### src/rtl/led_arbiter.sv
// Round-robin LED bank arbiter with minimum hold time and a one-cycle blank on every handoff.
// Optional idle heartbeat on led[0] when LED_ARB_HEARTBEAT_EN is defined.
module led_arbiter #(
    parameter int unsigned NUM_REQ     = 2,
    parameter int unsigned LED_W       = 3,
    parameter int unsigned HOLD_CYCLES = 16,
    parameter int unsigned IDLE_DIV    = 24
) (
    input  logic                       clk_i,
    input  logic                       resetn_i,
    input  logic [NUM_REQ-1:0]         req_i,
    input  logic [NUM_REQ*LED_W-1:0]   pattern_i,
    output logic [NUM_REQ-1:0]         gnt_o,
    output logic [LED_W-1:0]           led_o,
    output logic                       busy_o
);

    localparam int unsigned IdxW = $clog2(NUM_REQ);
    localparam int unsigned CntW = $clog2(HOLD_CYCLES + 1);

    localparam logic [CntW-1:0] HoldMax = CntW'(HOLD_CYCLES);
    localparam logic [IdxW-1:0] LastRst = IdxW'(NUM_REQ - 1);

    localparam logic [1:0] StIdle  = 2'd0;
    localparam logic [1:0] StGrant = 2'd1;
    localparam logic [1:0] StGap   = 2'd2;

    if (NUM_REQ < 2 || HOLD_CYCLES < 1 || IDLE_DIV < 1) begin : g_param_check
        $error("led_arbiter: parameter out of range");
    end

    logic [1:0]         state_q, state_d;
    logic [IdxW-1:0]    last_q, last_d;
    logic [IdxW-1:0]    owner_q, owner_d;
    logic [CntW-1:0]    cnt_q, cnt_d;
    logic [NUM_REQ-1:0] gnt_q, gnt_d;
    logic [LED_W-1:0]   led_q, led_d;

    logic               any_req;
    logic               others_req;
    logic               win_found;
    logic [31:0]        scan;
    logic [IdxW-1:0]    win_idx;
    logic [NUM_REQ-1:0] win_oh;
    logic [NUM_REQ-1:0] own_oh;
    logic [LED_W-1:0]   win_pat;
    logic [LED_W-1:0]   own_pat;
    logic [LED_W-1:0]   idle_led;

    assign any_req = |req_i;

    // Scan starts just after the most recent grantee, wrapping modulo NUM_REQ.
    always_comb begin
        win_found = 1'b0;
        win_idx   = '0;
        scan      = '0;
        for (int unsigned k = 1; k <= NUM_REQ; k++) begin
            scan = (32'(last_q) + k) % NUM_REQ;
            if (!win_found && req_i[IdxW'(scan)]) begin
                win_found = 1'b1;
                win_idx   = IdxW'(scan);
            end
        end
    end

    always_comb begin
        win_oh  = '0;
        own_oh  = '0;
        win_pat = '0;
        own_pat = '0;
        for (int unsigned i = 0; i < NUM_REQ; i++) begin
            win_oh[i] = (IdxW'(i) == win_idx);
            own_oh[i] = (IdxW'(i) == owner_q);
            if (IdxW'(i) == win_idx) win_pat = pattern_i[i*LED_W +: LED_W];
            if (IdxW'(i) == owner_q) own_pat = pattern_i[i*LED_W +: LED_W];
        end
    end

    assign others_req = |(req_i & ~own_oh);

`ifdef LED_ARB_HEARTBEAT_EN
    logic [IDLE_DIV-1:0] hb_q, hb_d;

    // Counter only runs while the bank stays idle; any departure clears it.
    always_comb begin
        hb_d = '0;
        if (state_q == StIdle && !any_req) hb_d = hb_q + IDLE_DIV'(1);
    end

    assign idle_led = LED_W'(hb_q[IDLE_DIV-1]);

    always_ff @(posedge clk_i) begin
        if (!resetn_i) hb_q <= '0;
        else           hb_q <= hb_d;
    end
`else
    assign idle_led = '0;
`endif

    always_comb begin
        state_d = state_q;
        last_d  = last_q;
        owner_d = owner_q;
        cnt_d   = cnt_q;
        gnt_d   = '0;
        led_d   = '0;
        case (state_q)
            StIdle, StGap: begin
                if (any_req) begin
                    state_d = StGrant;
                    owner_d = win_idx;
                    cnt_d   = '0;
                    gnt_d   = win_oh;
                    led_d   = win_pat;
                end else begin
                    state_d = StIdle;
                    if (state_q == StIdle) led_d = idle_led;
                end
            end
            StGrant: begin
                if (!req_i[owner_q] || (cnt_q == HoldMax && others_req)) begin
                    state_d = StGap;
                    last_d  = owner_q;
                end else begin
                    gnt_d = own_oh;
                    led_d = own_pat;
                    if (cnt_q != HoldMax) cnt_d = cnt_q + CntW'(1);
                end
            end
            default: state_d = StIdle;
        endcase
    end

    always_ff @(posedge clk_i) begin
        if (!resetn_i) begin
            state_q <= StIdle;
            last_q  <= LastRst;
            owner_q <= '0;
            cnt_q   <= '0;
            gnt_q   <= '0;
            led_q   <= '0;
        end else begin
            state_q <= state_d;
            last_q  <= last_d;
            owner_q <= owner_d;
            cnt_q   <= cnt_d;
            gnt_q   <= gnt_d;
            led_q   <= led_d;
        end
    end

    assign gnt_o  = gnt_q;
    assign led_o  = led_q;
    assign busy_o = (state_q != StIdle);

endmodule

### config.mk
export PLATFORM = sky130hd
export DESIGN_NAME = led_arbiter
export DESIGN_NICKNAME = d
export VERILOG_FILES = /design/src/rtl/led_arbiter.sv
export SDC_FILE = /design/constraint.sdc
export NUM_CORES = 1
export LEC_CHECK = 0
export ABC_AREA = 1
export CORE_MARGIN = 4
export CORE_UTILIZATION = 53
export CTS_CLUSTER_DIAMETER = 150
export DETAILED_ROUTE_END_ITERATION = 8
export PLACE_DENSITY_LB_ADDON = 0.1
export SYNTH_ARGS = -nofsm -noshare
export SYNTH_HDL_FRONTEND = slang
export SYNTH_SLANG_ARGS = --single-unit
export TNS_END_PERCENT = 5
### constraint.sdc
create_clock -name clk_i -period 1.8 [get_ports clk_i]
set_input_delay 0.27 -clock clk_i [delete_from_list [all_inputs] [get_ports clk_i]]
set_output_delay 0.27 -clock clk_i [all_outputs]
set_load 0.01 [all_outputs]
Yosys cells after proc, flatten, opt, wreduce, memory -nomap -nowiden

Cells that the tools add are included.

Magnitude comparators: 3
Muxes and demuxes: 24
Reductions and logical operators: 14
Add/subtract/negate cells: 3
Equal/unequal tests: 8
Bitwise operators: 4

Operators by type and width:

| kind                  | count |
|---|---|
| $mux W5               | 3 |
| $mux W3               | 4 |
| $mux W1               | 10 |
| $pmux W5 S2           | 1 |
| $ne A2 B2 Y1 const B  | 4 |
| $pmux W2 S2           | 2 |
| $lt A1 B2 Y1 const B  | 3 |
| $mux W2               | 3 |
| $pmux W3 S2           | 1 |
| $reduce_or A2 Y1      | 3 |
| $add A5 B1 Y5 const B | 1 |
| $eq A5 B5 Y1 const B  | 1 |
| $ne A5 B5 Y1 const B  | 1 |
| $reduce_and A2 Y1     | 2 |
| $reduce_and A4 Y1     | 1 |
| $reduce_bool A2 Y1    | 2 |
| $add A1 B1 Y1 const B | 2 |
| $and A2 B2 Y2         | 1 |
| $eq A2 B1 Y1 const B  | 1 |
| $eq A2 B2 Y1 const B  | 1 |
| $logic_and A1 B1 Y1   | 2 |
| $logic_not A1 Y1      | 2 |
| $logic_not A2 Y1      | 1 |
| $not A1 Y1            | 2 |
| other kinds (2)       | 2 |

Bits in registers: 14
Logic and storage cells: 62
Input bits: 10
Output and inout bits: 6

Depth between registers and ports, before layout

Gate-level depths: netlist of the first run.

Depth after elaboration: 10
Depth in mapped cells: 9

Least setup slack after synthesis of the first run

No wires, ideal clock.

Path kind: register -> register
Start point: register cnt_q[0]
End point: register cnt_q[2]
Arrival: 1112 ps
Path slack: 573 ps
Setup time: 115 ps
Required time: 1685 ps
Cell stages (with the launch flop): 9
Clock period less this slack: 1227 ps
Cells stage by stage: dfxtp_1 inv_1 ha_1 nand2_1 clkinv_2 nand2_1 nand4_4 a21oi_1 nor2_1

Word-level cells in the longest chain between the ends: 5

Ends and longest elaborated chain:

| item                                                                  | RTL line | text |
|---|---|---|
| start: declaration                                                    | 35       | `logic [CntW-1:0] cnt_q, cnt_d;` |
| start signal: assignment                                              | 146      | `cnt_q <= cnt_d;` |
| parallel branches: the longest is 5 deep, another holds $add A5 B1 Y5 | --       |  |

Several ways; the timed one is not identified. The select of a mux whose other input is x is not followed.
A chain may end at the register's enable or synchronous reset.

Worst setup path in the final report of the first run

Start point: register state_q[0]
End point: output port busy_o

Word-level cells in the longest chain between the ends: 1

Ends and longest elaborated chain:

| item                     | RTL line | text |
|---|---|---|
| start: declaration       | 32       | `logic [1:0] state_q, state_d;` |
| start signal: assignment | 136      | `state_q <= StIdle;` |
| start signal: assignment | 143      | `state_q <= state_d;` |
| $reduce_bool A2 Y1       | 154      | `assign busy_o = (state_q != StIdle);` |
| end: declaration         | 15       | `output logic busy_o` |

No other way between the ends.

==> results.md, run 1 <==
- The run finished with clean final reports.
- Wires add up to 1.82 mm.
- On the final layout, the worst clock skew is ~3.1 ps.
- The clock root buffer is sky130_fd_sc_hd__clkbuf_4.
- The number of setup buffers added after CTS is 0.
- In the routed layout, each cell is associated on average with a via count of 5.15.
- The routed layout has 762 vias.
- The total CTS buffers is 3.
- The number of cells upsized or downsized after cts is 0.
- The clock passes through at most 2 buffers.
- The summed negative setup slack over all endpoints is 0 ps.
- The netlist area before placement is 792 um2.
- The quantity of I/O buffers inserted on ports is 15.
- Of the cells placed in the final design, the portion with a size suffix greater than 1 is 0.150.
- The worst min-delay path startpoint is last_q$_SDFFE_PN1P_.
- For this run, the share of the core covered by cells in the final layout is 0.741.
- The post-synthesis cell count is 113.
- The transition time at the pin with the least slew margin is 437 ps.
- In the routed design, unresolved DRC markers number 0.
- The element type at the critical path start is a flip-flop.
- The worst register-to-register path has a setup slack of 410 ps.
- The floorplan step defined a die boundary enclosing 2180 um2.
- In this run the standard cell core region covers 1350 um2.
- Headroom to the max-slew limit came out at 0.709.
- The worst register-to-register path has a depth of 8.
- The repair_antennas step left the layout with diodes totalling 0.
- The worst reg2reg path endpoint is cnt_q[2]$_SDFFE_PN0P_.
- The placed wire-length estimate after detailed placement is 1.38 mm.
- Across the VDD grid, the largest voltage drop is a little under 0.0006 V.
- For the worst setup path, the data arrival time is 1370 ps.
- Along the worst hold path, the cell count comes to 2.
- Among all stages on the critical path, the largest delay is contributed by sky130_fd_sc_hd__clkdlybuf4s50_1.
- The cell area after placement is 965 um2.
- For hold timing, the worst endpoint is last_q$_SDFFE_PN1P_.
- The number of antenna violations at the first check in global routing is 0.
- The number of top-level design ports is 16.
- Setup repair after global routing left no endpoint under its margin.
- The synthesized-area fraction occupied by ao, oa, aoi and oai cells is 0.153.
- The start-to-end type of the worst setup path is reg2out.
- The count of clock tree sinks is 14.
- Entering global routing, the biggest net connects 11 pins.
- In this run the static leakage power is 0.000438 uW.
- TritonCTS built the clock tree.
- Of the post-synthesis cell area, the part taken by muxes is 0.
- During synthesis, Yosys emitted a total of 0 warnings.
- In this run the worst path has a maximum fanout of 3.
- The class of the most critical hold timing path is reg2reg.
- Traced cell by cell, the critical path runs through inv_2 > nand2_1 > clkdlybuf4s50_1.
- The share of synthesized cell area in full adder, half adder and majority cells is 0.0316.
- In this run the vertical extent of the chip is 46.7 um.
- The dominant combinational cell family by area after synthesis is simple AND/OR/NAND/NOR gates.
- The final routed wire length divided by cell count is 12.3 um.
- The number of nets with antenna violations after routing is 0.
- On the worst path, the slowest cell contributes a delay of 530 ps.
- For this run, the top clock speed supported by timing is 610 MHz.
- The buffering stage count on the worst path with inverters included is 2.
- The site row count is 13.
- The number of buffers inserted for hold repair after clock tree synthesis is 0.
- The post-route fraction of the period consumed by the critical path is 0.911.
- The starting density of the core is 0.587.
- The startpoint of the worst-slack reg-to-reg timing path is cnt_q[0]$_SDFFE_PN0P_.
- At the worst endpoint, the required time is 1530 ps.
- For this run the aggregate overflow at the end of global routing stands at 0.
- The finished cells cover ~1000 um2.
- For this run, the post-layout net count is 146.
- The count of final max-slew check failures came to 0.
- The count of state elements after synthesis is 14.
- The number of maximum-capacitance constraint violations is 0.
- The wire length of the first global-routing pass is 3.15 mm.
- The net count after synthesis is ~130.
- The first TritonRoute pass finished after 4 iterations.
- Clock latency on the worst-skew pair, taken at its later pin, is just under 300 ps.
- The final hold violation count is 0.
- After the first detailed-routing iteration, the DRC count stood at 19.
- The mean area per synthesized cell is 7.01 um2.
- The area overhead of the layout relative to synthesis is 26.4%.
- The clock slew at the register clock pins of the worst setup and hold paths is 90 ps.
- Of the synthesized area, sequential elements account for 0.354.
- Of the total synthesized cell area, the portion taken by AND, OR, NAND and NOR gates is 0.351.
- The via count of the first global-routing pass is approximately 700.
- Routability-driven placement finished with a final weighted congestion of about 0.86.
- In this run the horizontal extent of the chip is about 47 um.
- The cell family contributing the most delay on the critical path is buffers and inverters.
- In the global route stage, overall resource usage came out at 0.212.
- The number of endpoints failing setup at the final stage is 0.
- CTS built an H-tree with a depth of 1.
- For this design the ratio of total power to cell area is 793 nW/um2.
- Of the total synthesized cell area, the portion taken by XOR and XNOR cells is 0.0111.
- The nature of the critical path endpoint is a primary output.
- The worst path in the final design needs a cycle of ~1600 ps, including I/O delays and setup.
- The number of distinct library cells after synthesis is 23.
[Yosys cell counts]
master	count	share of area
sky130_fd_sc_hd__o21a_1	1	0.0095
sky130_fd_sc_hd__nand2_1	29	0.14
sky130_fd_sc_hd__nand2_2	2	0.016
sky130_fd_sc_hd__o21ai_2	1	0.011
sky130_fd_sc_hd__nor2_1	13	0.062
sky130_fd_sc_hd__dfxtp_1	14	0.35
sky130_fd_sc_hd__xnor2_1	1	0.011
sky130_fd_sc_hd__nand3_2	1	0.013
sky130_fd_sc_hd__clkinv_1	2	0.0095
sky130_fd_sc_hd__nor2_2	1	0.0079
sky130_fd_sc_hd__nand2_4	2	0.028
sky130_fd_sc_hd__inv_4	1	0.0079
sky130_fd_sc_hd__clkinv_2	1	0.0063
sky130_fd_sc_hd__nand4_1	1	0.0079
sky130_fd_sc_hd__nand4_4	1	0.027
sky130_fd_sc_hd__o211ai_1	4	0.038
sky130_fd_sc_hd__buf_6	1	0.014
sky130_fd_sc_hd__inv_1	10	0.047
sky130_fd_sc_hd__a21oi_1	15	0.095
sky130_fd_sc_hd__inv_2	3	0.014
sky130_fd_sc_hd__nand3_1	6	0.038
sky130_fd_sc_hd__ha_1	2	0.032
sky130_fd_sc_hd__nor2_4	1	0.014
[area by class of cell]
class | count | area (um2)
fill | 113 | 349
inverter | 17 | 67.6
timing repair buffer | 17 | 165
clock buffer | 4 | 36.3
tap | 15 | 18.8
multi-input combinational | 81 | 433
sequential | 14 | 280
[cells by family (layout without fill, tap and decap cells)]
kind of cell	count (synthesis)	count (layout)
xor gates and xnor gates	1	1
buffers and inverters	18	38
and+or+nand+nor	57	57
AOI/OAI and AO/OA	21	21
DFF	14	14
adders and majority gates	2	2
[report_power, final]
part	switching [uW]	total, uW	internal, uW
sequential	18.0	353	335
clock	111	234	123
combinational	115	206	91.0
[sequential cells by signal, summed over array words and instances (netlist names)]
name     count
last_q       1
state_q      2
led_o        3
owner_q      1
cnt_q        5
gnt_o        2
[how the worst max path moves through the flow]
stage                     depth (start not counted)  slack [ps]                     from                     to
after detailed placement                          5         180                 req_i[0]    led_o[1]$_SDFF_PN0_
final                                             3         160  state_q[0]$_SDFFE_PN0P_                 busy_o
after global routing                              3          90  state_q[0]$_SDFFE_PN0P_                 busy_o
after CTS                                         3         150  state_q[0]$_SDFFE_PN0P_                 busy_o
after floorplan                                   8         570    cnt_q[0]$_SDFFE_PN0P_  cnt_q[2]$_SDFFE_PN0P_
after global placement                            5         230                 req_i[0]    led_o[0]$_SDFF_PN0_
[placed cells by master, fill, tap and decap left out, types with 2 or more instances in the layout]
| cell type | count |
|---|---|
| sky130_fd_sc_hd__a21oi_1 | 15 |
| sky130_fd_sc_hd__buf_4 | 2 |
| sky130_fd_sc_hd__clkbuf_4 | 3 |
| sky130_fd_sc_hd__clkdlybuf4s50_1 | 15 |
| sky130_fd_sc_hd__clkinv_1 | 2 |
| sky130_fd_sc_hd__dfxtp_1 | 14 |
| sky130_fd_sc_hd__ha_1 | 2 |
| sky130_fd_sc_hd__inv_1 | 10 |
| sky130_fd_sc_hd__inv_2 | 3 |
| sky130_fd_sc_hd__nand2_1 | 29 |
| sky130_fd_sc_hd__nand2_2 | 2 |
| sky130_fd_sc_hd__nand2_4 | 2 |
| sky130_fd_sc_hd__nand3_1 | 6 |
| sky130_fd_sc_hd__nor2_1 | 13 |
| sky130_fd_sc_hd__o211ai_1 | 4 |
[metal layers]
metal | share of wire | track usage | vias up
met2 | 0.46 | 0.327 | 21
met3 | 0.060 | 0.0703 | 2
li1 | - | - | 404
met4 | 0.012 | 0.0829 | 0
met1 | 0.46 | 0.270 | 335
met5 | 0 | 0 | -
[stage by stage]
step / worst slack, ps / instances / power [uW] / hold slack (ps)
final: 160 / 148 / 793 / 500
after CTS: 155 / 148 / 797 / 511
after floorplan: 573 / 113 / 489 / 369
after global placement: 233 / 144 / 559 / 472
after global routing: 89.6 / 148 / 845 / 553
after detailed placement: 180 / 144 / 565 / 490
[tightest hold or removal path: cells and delay by family (launching register included)]
kind | cells | cell delay [ps]
compound gates | 1 | 70
flops | 1 | 350
simple gates | 1 | 60
No activity file was read; power rests on OpenSTA's default activity.
==> inputs of run 2 (changes only) <==
--- a/config.mk
+++ b/config.mk
@@ -7,11 +7,11 @@
 export LEC_CHECK = 0
 export ABC_AREA = 1
 export CORE_MARGIN = 4
-export CORE_UTILIZATION = 53
+export CORE_UTILIZATION = 56
+export CTS_BUF_LIST = sky130_fd_sc_hd__clkbuf_2 sky130_fd_sc_hd__clkbuf_4 sky130_fd_sc_hd__clkbuf_8
 export CTS_CLUSTER_DIAMETER = 150
 export DETAILED_ROUTE_END_ITERATION = 8
 export PLACE_DENSITY_LB_ADDON = 0.1
 export SYNTH_ARGS = -nofsm -noshare
 export SYNTH_HDL_FRONTEND = slang
 export SYNTH_SLANG_ARGS = --single-unit
-export TNS_END_PERCENT = 5
==> run 2 against run 1 <==
  * Sequential power is essentially flat
  * Core utilization rose by 1.3 points
  * Sequential cell count did not move
  * Via count decreased by 2.0%
  * Maximum frequency hardly changed
  * Largest power group unchanged
  * Routed wire length shrank 13%
  * Hold slack got worse by 7.8 ps
==> results.md, run 2 (synthesis results as in run 1) <==
- The global router's overall resource usage is 0.183 (was 0.212).
- The tightest hold margin is 492 ps (was 500 ps).
- The area overhead of the layout relative to synthesis is 25.4% (was 26.4%).
- The cell area after placement is 957 um2 (was 965 um2).
- The clock root buffer is sky130_fd_sc_hd__clkbuf_4 (unchanged).
- The remaining design rule violation count is 0 (unchanged).
- The startpoint of the worst-slack reg-to-reg timing path was cnt_q[0]$_SDFFE_PN0P_ (unchanged).
- The site row count is 13 (unchanged).
- The register with the most flip-flops is cnt_q (unchanged).
- Most frequent cells in the layout: sky130_fd_sc_hd__nand2_1 (29), sky130_fd_sc_hd__a21oi_1 (15), sky130_fd_sc_hd__clkdlybuf4s50_1 (15), sky130_fd_sc_hd__dfxtp_1 (14), sky130_fd_sc_hd__nor2_1 (13) (unchanged).
- The area inside the core boundary is 1320 um2 (was 1350 um2).
- The horizontal die dimension is 45.6 um (was 46.7 um).
- The required arrival time at the worst endpoint is 1530 ps (about the same).
- The cell family contributing the most delay on the critical path is buffers and inverters (unchanged).
- The number of cells on the worst reg-to-reg path was 8 (unchanged).
- The count of nets after finishing is 145 (was 146).
- The worst min-delay path startpoint is last_q$_SDFFE_PN1P_ (unchanged).
- The count of final max-slew check failures came to 0 (unchanged).
- The maximum fanout encountered on the critical timing path is 3 (unchanged).
- The buffering stage count on the worst path with inverters included was 2 (unchanged).
- The element type at the critical path start is a flip-flop (unchanged).
- The number of top-level design ports came to 16 (unchanged).
- The shortest clock period the worst path allows after layout came to 1640 ps (about the same).
- The number of buffers inserted for hold repair after clock tree synthesis is 0 (unchanged).
- The number of detailed-route iterations in the first pass is 4 (unchanged).
- The number of cells on the worst hold path was 2 (unchanged).
- The total inserted antenna cells is 0 (unchanged).
- The total via count after detailed routing was 747 (was 762).
- The number of flip-flops under the largest register name was 5 (unchanged).
- The sink of the worst hold path is last_q$_SDFFE_PN1P_ (unchanged).
- The TritonCTS clock tree is built (unchanged).
- The sum of overflow across all layers after global routing is 0 (unchanged).
- The number of endpoints failing setup at the final stage is 0 (unchanged).
- The leakage component of the power is 0.000432 uW (was 0.000438 uW).
- The worst slew margin relative to its limit came to 0.726 (was 0.709).
- The transition time at the pin with the least slew margin came to 410 ps (was 437 ps).
- The clock slew at the register clock pins of the worst setup and hold paths came to 90 ps (about the same).
- The routed wire length is 1.60 mm (was 1.82 mm).
- The start-to-end type of the worst setup path is reg2out (unchanged).
- The most common cell after layout, fill and taps aside is sky130_fd_sc_hd__nand2_1 (unchanged).
- The nature of the critical path endpoint was a primary output (unchanged).
- The area of the die was 2080 um2 (was 2180 um2).
- The biggest cell delay along the critical path came to 530 ps (about the same).
- The worst supply voltage drop on vdd is 0.000507 V (was 0.000583 V).
- The wire length of the first global-routing pass came to 2.81 mm (was 3.15 mm).
- The final hold violation count is 0 (unchanged).
- The number of antenna violations at the first check in global routing is 0 (unchanged).
- The die boundary height is 45.6 um (was 46.7 um).
- The average vias per placed instance was 5.08 (was 5.15).
- The largest net degree at the start of global routing is 11 (unchanged).
- The fraction of layout cells with a size suffix above 1 is 0.144 (was 0.150).
- The number of cells upsized or downsized after cts was 0 (unchanged).
- The count of clock tree sinks was 14 (unchanged).
- The via count of the first global-routing pass was 729 (was 702).
- The class of the most critical hold timing path is reg2reg (unchanged).
- The worst endpoint data arrival time was 1370 ps (about the same).
- The summed negative setup slack over all endpoints is 0 ps (unchanged).
- The starting DRC count in detailed routing is 13 (was 19).
- The quantity of I/O buffers inserted on ports is 15 (unchanged).
- The cell at the slowest stage of the critical path is sky130_fd_sc_hd__clkdlybuf4s50_1 (unchanged).
- The number of filler cells placed in the layout is 110 (was 113).
- The setup clock skew after layout is 2.63 ps (was 3.15 ps).
- RSZ-0062 raised after global routing: false (unchanged).
- The clock insertion delay at the later pin of the skew report was 270 ps (was 290 ps).
- The worst reg2reg path endpoint is cnt_q[2]$_SDFFE_PN0P_ (unchanged).
- The non-filler instance count after layout is 147 (was 148).
- The power density normalized to cell area is 784 nW/um2 (was 793 nW/um2).
- Critical path cell sequence: inv_2 > nand2_1 > clkdlybuf4s50_1 (unchanged).
- The achievable clock frequency is 610 MHz (about the same).
- The total CTS buffers came to 3 (unchanged).
- The global placer's final weighted congestion is 0.800 (was 0.861).
- The post-route cell area is 993 um2 (was 1000 um2).
- The CTS H-tree depth is 1 (unchanged).
- The register-to-register setup slack was 410 ps (about the same).
- The final routed wire length divided by cell count is 10.9 um (was 12.3 um).
- The maximum clock insertion buffer count came to 2 (unchanged).
- The number of maximum-capacitance constraint violations is 0 (unchanged).
- The number of setup buffers added after CTS is 0 (unchanged).
- The placed cell count came to 143 (was 144).
- The post-route fraction of the period consumed by the critical path is 0.910 (was 0.911).
- The placed wire-length estimate after detailed placement is 1.27 mm (was 1.38 mm).
- Status: complete, no violations (unchanged).
- The starting density of the core is 0.601 (was 0.587).
- The number of nets with antenna violations after routing is 0 (unchanged).
run 2: cell count changes in the layout (fill, tap and decap cells not counted):
cell	previous run	this run
sky130_fd_sc_hd__buf_4	2	1
run 2: worst max path at each step:
stage,startpoint,slack (ps),cells after the start,end
final,state_q[0]$_SDFFE_PN0P_,160,3,busy_o
after global routing,state_q[0]$_SDFFE_PN0P_,90,3,busy_o
after detailed placement,req_i[0],250,6,cnt_q[3]$_SDFFE_PN0P_
after CTS,state_q[0]$_SDFFE_PN0P_,160,3,busy_o
after global placement,req_i[0],250,6,cnt_q[3]$_SDFFE_PN0P_
after floorplan,cnt_q[0]$_SDFFE_PN0P_,570,8,cnt_q[2]$_SDFFE_PN0P_
run 2: metrics by stage:
step / utilization / setup slack [ps] / total power, uW
final: 0.754 / 161 / 779
after global placement: 0.726 / 254 / 558
after global routing: 0.754 / 91.9 / 828
after CTS: 0.754 / 158 / 783
after floorplan: - / 573 / 489
after detailed placement: 0.726 / 249 / 563
run 2: worst min-delay path: stages (launching register included):
cell and delay, ps:
sky130_fd_sc_hd__dfxtp_1 330, sky130_fd_sc_hd__nand2_1 50, sky130_fd_sc_hd__o211ai_1 70
run 2: power by group:
group | switching [uW] | internal (uW)
Combinational | 110 | 90.6
Sequential | 20.8 | 335
Clock | 100 | 123
Total | 231 | 548
run 2: final cells by class:
cell class	count	area, um2	area share
multi-input cells	81	433	0.436
inverters	17	67.6	0.0680
repair buffers	16	158	0.159
clock buffers	4	36.3	0.0365
well taps	15	18.8	0.0189
flip-flops and latches	14	280	0.282
run 2: metal layers:
layer / part of all wire / vias up / global-route usage
met4: 0.0082 / 0 / 0.0643
met5: 0 / - / 0
li1: - / 403 / -
met2: 0.51 / 12 / 0.318
met3: 0.035 / 2 / 0.0356
met1: 0.45 / 330 / 0.220
